<file path="src/rtl/fp_div_pkg.sv">
// rtl/fp_div_pkg.sv - shared types, sizing helpers and special-value constructors for fp_div_seq
package fp_div_pkg;

  typedef enum logic [1:0] {IDLE, UNPACK, DIVIDE, ROUND} state_t;

  typedef struct packed {
    logic invalid;
    logic div_by_zero;
    logic overflow;
    logic underflow;
  } fp_flags_t;

  localparam int FLAG_INVALID     = 3;
  localparam int FLAG_DIV_BY_ZERO = 2;
  localparam int FLAG_OVERFLOW    = 1;
  localparam int FLAG_UNDERFLOW   = 0;

  // Constructors build into a wide word; callers slice down to their own width.
  localparam int FP_MAX_W = 128;

  function automatic int fp_bias(input int exp_w);
    return (1 << (exp_w - 1)) - 1;
  endfunction

  function automatic int fp_width(input int exp_w, input int man_w);
    return 1 + exp_w + man_w;
  endfunction

  function automatic int fp_qlen(input int man_w);
    return man_w + 3;
  endfunction

  function automatic logic [FP_MAX_W-1:0] fp_qnan(input int exp_w, input int man_w);
    logic [FP_MAX_W-1:0] v;
    v = ((FP_MAX_W'(1) << exp_w) - FP_MAX_W'(1)) << man_w;
    v = v | (FP_MAX_W'(1) << (man_w - 1));
    return v;
  endfunction

  function automatic logic [FP_MAX_W-1:0] fp_inf(input logic s, input int exp_w, input int man_w);
    logic [FP_MAX_W-1:0] v;
    v = ((FP_MAX_W'(1) << exp_w) - FP_MAX_W'(1)) << man_w;
    v = v | (FP_MAX_W'(s) << (exp_w + man_w));
    return v;
  endfunction

  function automatic logic [FP_MAX_W-1:0] fp_zero(input logic s, input int exp_w, input int man_w);
    return FP_MAX_W'(s) << (exp_w + man_w);
  endfunction

endpackage

</file>
<file path="src/rtl/fp_div_round.sv">
// rtl/fp_div_round.sv - combinational normalise, round-to-nearest-even, range check and pack
module fp_div_round
  import fp_div_pkg::*;
#(
  parameter int EXP_W = 8,
  parameter int MAN_W = 23
) (
  input  logic                    sign_i,
  input  logic signed [EXP_W+1:0] exp_i,
  input  logic [MAN_W+2:0]        quo_i,
  input  logic                    sticky_i,
  output logic [EXP_W+MAN_W:0]    result_o,
  output fp_flags_t               flags_o
);

  localparam int W = fp_width(EXP_W, MAN_W);
  localparam int Q = fp_qlen(MAN_W);
  localparam logic signed [EXP_W+1:0] E_MAX = (EXP_W+2)'((1 << EXP_W) - 1);
  localparam logic [W-1:0] INF_MAG  = W'(fp_inf(1'b0, EXP_W, MAN_W));
  localparam logic [W-1:0] ZERO_MAG = W'(fp_zero(1'b0, EXP_W, MAN_W));

  // norm drops the leading one: fraction in [Q-2:2], guard at [1], extra sticky bit at [0]
  logic [Q-2:0]            norm;
  logic signed [EXP_W+1:0] e_norm;
  logic signed [EXP_W+1:0] e_rnd;
  logic [MAN_W+1:0]        mant;
  logic [MAN_W-1:0]        frac;
  logic                    round_up;

  always_comb begin
    if (quo_i[Q-1]) begin
      norm   = quo_i[Q-2:0];
      e_norm = exp_i;
    end else begin
      norm   = {quo_i[Q-3:0], 1'b0};
      e_norm = exp_i - (EXP_W+2)'(1);
    end

    round_up = norm[1] & (norm[0] | sticky_i | norm[2]);
    mant     = {1'b0, 1'b1, norm[Q-2:2]} + {{(MAN_W+1){1'b0}}, round_up};

    if (mant[MAN_W+1]) begin
      e_rnd = e_norm + (EXP_W+2)'(1);
      frac  = mant[MAN_W:1];
    end else begin
      e_rnd = e_norm;
      frac  = mant[MAN_W-1:0];
    end

    flags_o = '0;
    if (e_rnd >= E_MAX) begin
      result_o         = {sign_i, INF_MAG[W-2:0]};
      flags_o.overflow = 1'b1;
    end else if (e_rnd <= 0) begin
      result_o          = {sign_i, ZERO_MAG[W-2:0]};
      flags_o.underflow = 1'b1;
    end else begin
      result_o = {sign_i, e_rnd[EXP_W-1:0], frac};
    end
  end

endmodule

</file>
<file path="src/rtl/fp_div_seq.sv">
// rtl/fp_div_seq.sv - iterative restoring floating-point divider, one quotient bit per cycle
module fp_div_seq
  import fp_div_pkg::*;
#(
  parameter int EXP_W = 8,
  parameter int MAN_W = 23
) (
  input  logic                 clk,
  input  logic                 rst,
  input  logic                 start,
  input  logic [EXP_W+MAN_W:0] a,
  input  logic [EXP_W+MAN_W:0] b,
  output logic                 busy,
  output logic                 done,
  output logic [EXP_W+MAN_W:0] result,
  output logic [3:0]           flags
);

  localparam int W  = fp_width(EXP_W, MAN_W);
  localparam int Q  = fp_qlen(MAN_W);
  localparam int CW = $clog2(Q + 1);
  localparam logic signed [EXP_W+1:0] BIAS_E = (EXP_W+2)'(fp_bias(EXP_W));
  localparam logic [W-1:0] QNAN     = W'(fp_qnan(EXP_W, MAN_W));
  localparam logic [W-1:0] INF_MAG  = W'(fp_inf(1'b0, EXP_W, MAN_W));
  localparam logic [W-1:0] ZERO_MAG = W'(fp_zero(1'b0, EXP_W, MAN_W));

  state_t           state_q;
  logic [W-1:0]     a_q, b_q;
  logic [CW-1:0]    cnt_q;
  logic [Q-1:0]     quo_q, quo_d;
  logic [MAN_W+1:0] rem_q, rem_d;
  logic [MAN_W:0]   div_q;
  logic [W-1:0]     result_q;
  fp_flags_t        flags_q;
  logic             done_q;

  // Operands are held in a_q/b_q for the whole operation, so decode stays combinational.
  logic [EXP_W-1:0]        ea, eb;
  logic [MAN_W-1:0]        ma, mb;
  logic                    a_zero, b_zero, a_inf, b_inf, a_nan, b_nan;
  logic                    sign_r, spec_hit;
  logic [W-1:0]            spec_res;
  fp_flags_t               spec_flags;
  logic signed [EXP_W+1:0] e_calc;

  always_comb begin
    ea     = a_q[W-2 -: EXP_W];
    eb     = b_q[W-2 -: EXP_W];
    ma     = a_q[MAN_W-1:0];
    mb     = b_q[MAN_W-1:0];
    a_zero = (ea == '0);
    b_zero = (eb == '0);
    a_inf  = (&ea) && (ma == '0);
    b_inf  = (&eb) && (mb == '0);
    a_nan  = (&ea) && (ma != '0);
    b_nan  = (&eb) && (mb != '0);
    sign_r = a_q[W-1] ^ b_q[W-1];
    e_calc = $signed({2'b00, ea}) - $signed({2'b00, eb}) + BIAS_E;

    spec_hit   = 1'b1;
    spec_res   = '0;
    spec_flags = '0;
    if (a_nan || b_nan || (a_zero && b_zero) || (a_inf && b_inf)) begin
      spec_res           = QNAN;
      spec_flags.invalid = 1'b1;
    end else if (b_zero && !a_inf) begin
      spec_res               = {sign_r, INF_MAG[W-2:0]};
      spec_flags.div_by_zero = 1'b1;
    end else if (a_inf) begin
      spec_res = {sign_r, INF_MAG[W-2:0]};
    end else if (b_inf || a_zero) begin
      spec_res = {sign_r, ZERO_MAG[W-2:0]};
    end else begin
      spec_hit = 1'b0;
    end
  end

  // Restoring step: remainder stays below twice the divisor, so MAN_W+2 bits suffice.
  logic [MAN_W+2:0] diff;
  logic             q_bit;

  always_comb begin
    diff  = {1'b0, rem_q} - {2'b00, div_q};
    q_bit = ~diff[MAN_W+2];
    rem_d = (q_bit ? diff[MAN_W+1:0] : rem_q) << 1;
    quo_d = {quo_q[Q-2:0], q_bit};
  end

  logic [W-1:0] rnd_result;
  fp_flags_t    rnd_flags;

  fp_div_round #(
    .EXP_W (EXP_W),
    .MAN_W (MAN_W)
  ) u_round (
    .sign_i   (sign_r),
    .exp_i    (e_calc),
    .quo_i    (quo_q),
    .sticky_i (|rem_q),
    .result_o (rnd_result),
    .flags_o  (rnd_flags)
  );

  always_ff @(posedge clk) begin
    if (rst) begin
      state_q  <= IDLE;
      done_q   <= 1'b0;
      result_q <= '0;
      flags_q  <= '0;
      cnt_q    <= '0;
    end else begin
      done_q <= 1'b0;
      case (state_q)
        IDLE: begin
          if (start) begin
            a_q     <= a;
            b_q     <= b;
            state_q <= UNPACK;
          end
        end
        UNPACK: begin
          rem_q <= {1'b0, 1'b1, ma};
          div_q <= {1'b1, mb};
          quo_q <= '0;
          if (spec_hit) begin
            state_q <= ROUND;
          end else begin
            cnt_q   <= CW'(Q);
            state_q <= DIVIDE;
          end
        end
        DIVIDE: begin
          rem_q <= rem_d;
          quo_q <= quo_d;
          cnt_q <= cnt_q - CW'(1);
          if (cnt_q == CW'(1)) state_q <= ROUND;
        end
        ROUND: begin
          result_q <= spec_hit ? spec_res : rnd_result;
          flags_q  <= spec_hit ? spec_flags : rnd_flags;
          done_q   <= 1'b1;
          state_q  <= IDLE;
        end
        default: state_q <= IDLE;
      endcase
    end
  end

  assign busy   = (state_q != IDLE);
  assign done   = done_q;
  assign result = result_q;
  assign flags  = flags_q;

endmodule
</file>
<file path="config.mk">
export PLATFORM = sky130hd
export DESIGN_NAME = fp_div_seq
export DESIGN_NICKNAME = d
export VERILOG_FILES = /design/src/rtl/fp_div_pkg.sv /design/src/rtl/fp_div_round.sv /design/src/rtl/fp_div_seq.sv
export SDC_FILE = /design/constraint.sdc
export NUM_CORES = 1
export LEC_CHECK = 0
export ABC_CLOCK_PERIOD_IN_PS = 10200
export CAP_MARGIN = 15
export CORE_MARGIN = 5
export CORE_UTILIZATION = 55
export DETAILED_ROUTE_END_ITERATION = 12
export PLACE_DENSITY = 0.87
export SLEW_MARGIN = 40
export SYNTH_ARGS = -nofsm -noshare
export SYNTH_HDL_FRONTEND = slang
export SYNTH_SLANG_ARGS = --single-unit
</file>
<file path="constraint.sdc">
create_clock -name clk -period 10.2 [get_ports clk]
set_clock_uncertainty 0.1 [all_clocks]
set_input_delay 1.53 -clock clk [delete_from_list [all_inputs] [get_ports clk]]
set_output_delay 1.53 -clock clk [all_outputs]
set_load 0.01 [all_outputs]
</file>
==> qor.yml <==
outcome:
  status: "finished, final reports clean"
synth:
  synth_edf_count: 138
  postSynthCellCount: 1038
  synth.lib_cells_used.distinct: 96
  net_count_after_synthesis: 1148
  synthesis.area_mm2: 0.0107
  synth_top_flop_cell: "edfxtp_1"
  synth.yosys.warnings: 0
  post_synth.cell_area_avg_um2: 10.3
  async_reset_ff_share_pct: 0
  synth_sequential_area_ratio_pct: 47.1
  ys_ff_latch: 182
global_route:
  first_global_vias: 7855
  global_route_wire_length_before_repair_um: 39000
  gr-usage-all-layers_pct: 21.7
  grt_max_degree: 82
  use_met1_pct: 28.4
  groute.layer.met2.usage_pct: 37.1
  grt-ovfl-total: 0
  grt_antenna_before_repair: 0
  grt-busiest-layer: "met2"
  grt_use_met3_pct: 3.04
placed_design:
  numPortBuffers: 104
  post-dp-hpwl_um: 17700
  gp_congestion: 0.902
timing:
  grt_setup_unrepaired: "no"
  maxSlewHeadroom_pct: 48.2
  hold_violations: 0
  worst-slew-pin-transition_ns: 0.778
  final_min_period_over_clock_period_pct: 46.8
  holdWs_ns: 0.348
  min_period_ns: 4.78
  finalSetupViolCount: 0
  drv_slew: 0
  fmax_mhz: 209
  fin_tns_setup_ns: 0
setup_path:
  criticalPathCategory: "reg -> reg"
  cp_endpoint_kind: "register"
  arrival_ns: 4.99
  critical_path.max_fanout: 19
  required_worst_endpoint_ns: 10.41
  cp_startpoint_kind: "register"
power_and_ir_drop:
  vdd.ir_drop.worst_v: 0.000167
  leakagePower_nw: 4.57
  power_density_mw_per_mm2: 236
  p_switching_w: 0.00114
  switching_power_as_a_share_of_total_power_pct: 38.6
  clkPwrFrac_pct: 21.0
  share_comb_of_total_power_pct: 41.1
  p_seq_share_pct: 37.9
  p_int_w: 0.00182
clock_tree:
  post_cts_resize_count: 0
  clk_pin_slew_worst_paths_ns: 0.07
  clk_root_buffer_cell: "clkbuf_16"
  worst_skew_pair_latency_ns: 0.44
  cts-root-to-sink-buffers: 2
  cts-hold-fix-buffers: 0
  numCtsBuffers: 17
  cts_tree: "built"
  clock-sinks: 182
  post_cts.repair.setup_buffers: 0
  htree_levels: 4
floorplan:
  io_pins: 105
  die-area_mm2: 0.0223
  floorplan.initialDensity_pct: 55.3
  die_w_um: 149
  die_height_um: 149
  std_cell_rows: 51
  area_of_the_placeable_core_mm2: 0.0193
drt:
  postRouteWirelength_um: 23900
  detail-route-antenna-nets: 0
  count_of_unresolved_drc_violations_after_routing: 0
  detail_route.wl_per_cell_um: 17.0
  via_count: 8257
  drt-initial-drc-count: 693
  vias_per_cell: 5.86
  first_pass_iters: 6
cells_and_area:
  layout-drive-gt1-share_pct: 8.83
  nets: 1241
  area_growth_syn_to_layout_pct: 17.2
  antenna-diode-count: 0
worst_hold_path:
  hold_class: "reg -> reg"
flow_run:
  maxCapViolCount: 0
[cell type report]
cell class	count	area, um^2
fill	1483	6770
multi-input combinational	762	5260
sequential	182	5020
timing repair buffer	115	1130
clock buffer	20	478
tap	265	332
inverter	53	199
clock inverter	12	77.6
[synthesized netlist by cell type, types with 25 or more instances]
master / number / share of area (%)
ha_1: 41 / 4.8
inv_1: 52 / 1.8
a31oi_1: 37 / 2.2
a21oi_1: 49 / 2.3
nor2b_1: 29 / 1.7
clkbuf_1: 29 / 1.0
xnor2_1: 34 / 2.8
and2_1: 33 / 1.9
nor2_1: 80 / 2.8
o21ai_0: 37 / 1.7
edfxtp_1: 138 / 39
dfxtp_1: 44 / 8.3
nand2_1: 109 / 3.8
xor2_1: 29 / 2.4
nand3_1: 25 / 1.2
[kinds of logic after synthesis]
group / count (synthesis) / share of synthesized area (%)
flops: 182 / 47.1
mux: 17 / 1.76
simple gates: 405 / 19.8
fa+ha+maj: 43 / 5.19
buf+inv: 94 / 3.81
compound gates: 232 / 16.8
xor+xnor: 65 / 5.55
[metrics by stage]
stage	utilization (%)	setup slack, ns	cells	power [W]	cell area [um^2]
6_report	64.9	5.42	1409	0.00295	12500
4_1_cts	64.9	5.47	1409	0.00295	12500
3_3_place_gp	61.9	5.47	1376	0.00229	11900
2_1_floorplan	-	4.98	1038	0.00203	10700
3_5_place_dp	62.0	5.51	1377	0.00233	11900
5_1_grt	64.9	5.11	1409	0.00314	12500
[layer usage]
layer / vias up / wire [um]
li1: 4032 / -
met1: 3941 / 10200
met2: 250 / 12000
met3: 34 / 1250
met4: 0 / 465
met5: - / 0
[critical path, stage by stage, from the launching register on]
cell	delay (ns)
edfxtp_1	0.66
nand2b_1	0.29
a21boi_0	0.20
ha_1	0.21
nand2_1	0.11
a2111oi_4	0.39
nand4bb_2	0.29
nor3_1	0.27
buf_4	0.22
and3_1	0.22
o2111a_1	0.29
a21boi_0	0.35
mux2i_4	0.13
a32oi_4	0.57
buf_8	0.25
o41ai_2	0.09
[flip-flops by register name, indices dropped and copies added, names as in the netlist]
register / flops
rem_q: 25
cnt_q: 5
quo_q: 26
a_q: 32
flags: 4
state_q: 2
div_q: 23
done: 1
result: 32
b_q: 32
[power groups by stage]
stage	Clock (W)	Sequential, W	Combinational, W
6_report	0.000620	0.00112	0.00121
5_1_grt	0.000658	0.00114	0.00135
4_1_cts	0.000625	0.00112	0.00121
3_5_place_dp	0	0.00113	0.00120
3_3_place_gp	0	0.00112	0.00116
2_1_floorplan	0	0.00108	0.000947
[cells in the final DEF (no fill, tap or decap), drive strengths merged, types with 33 or more instances in the layout]
cell	netlist	final
nand2	109	109
o21ai	41	41
ha	41	41
a21oi	49	49
clkdlybuf4s50	0	104
a31oi	37	37
edfxtp	138	138
inv	53	59
and2	33	33
xnor2	35	35
nor2	82	82
dfxtp	44	44
[worst paths after layout]
path                   from         to  cells past startpoint  slack, ns
setup / recovery  quo_q[25]  result[4]                     15       5.42
hold / removal      b_q[16]  div_q[16]                      0       0.35
setup reg to reg  quo_q[25]  result[4]                     15       5.42
hold reg to reg     b_q[16]  div_q[16]                      0       0.35
Power figures use the tool's default switching activity.
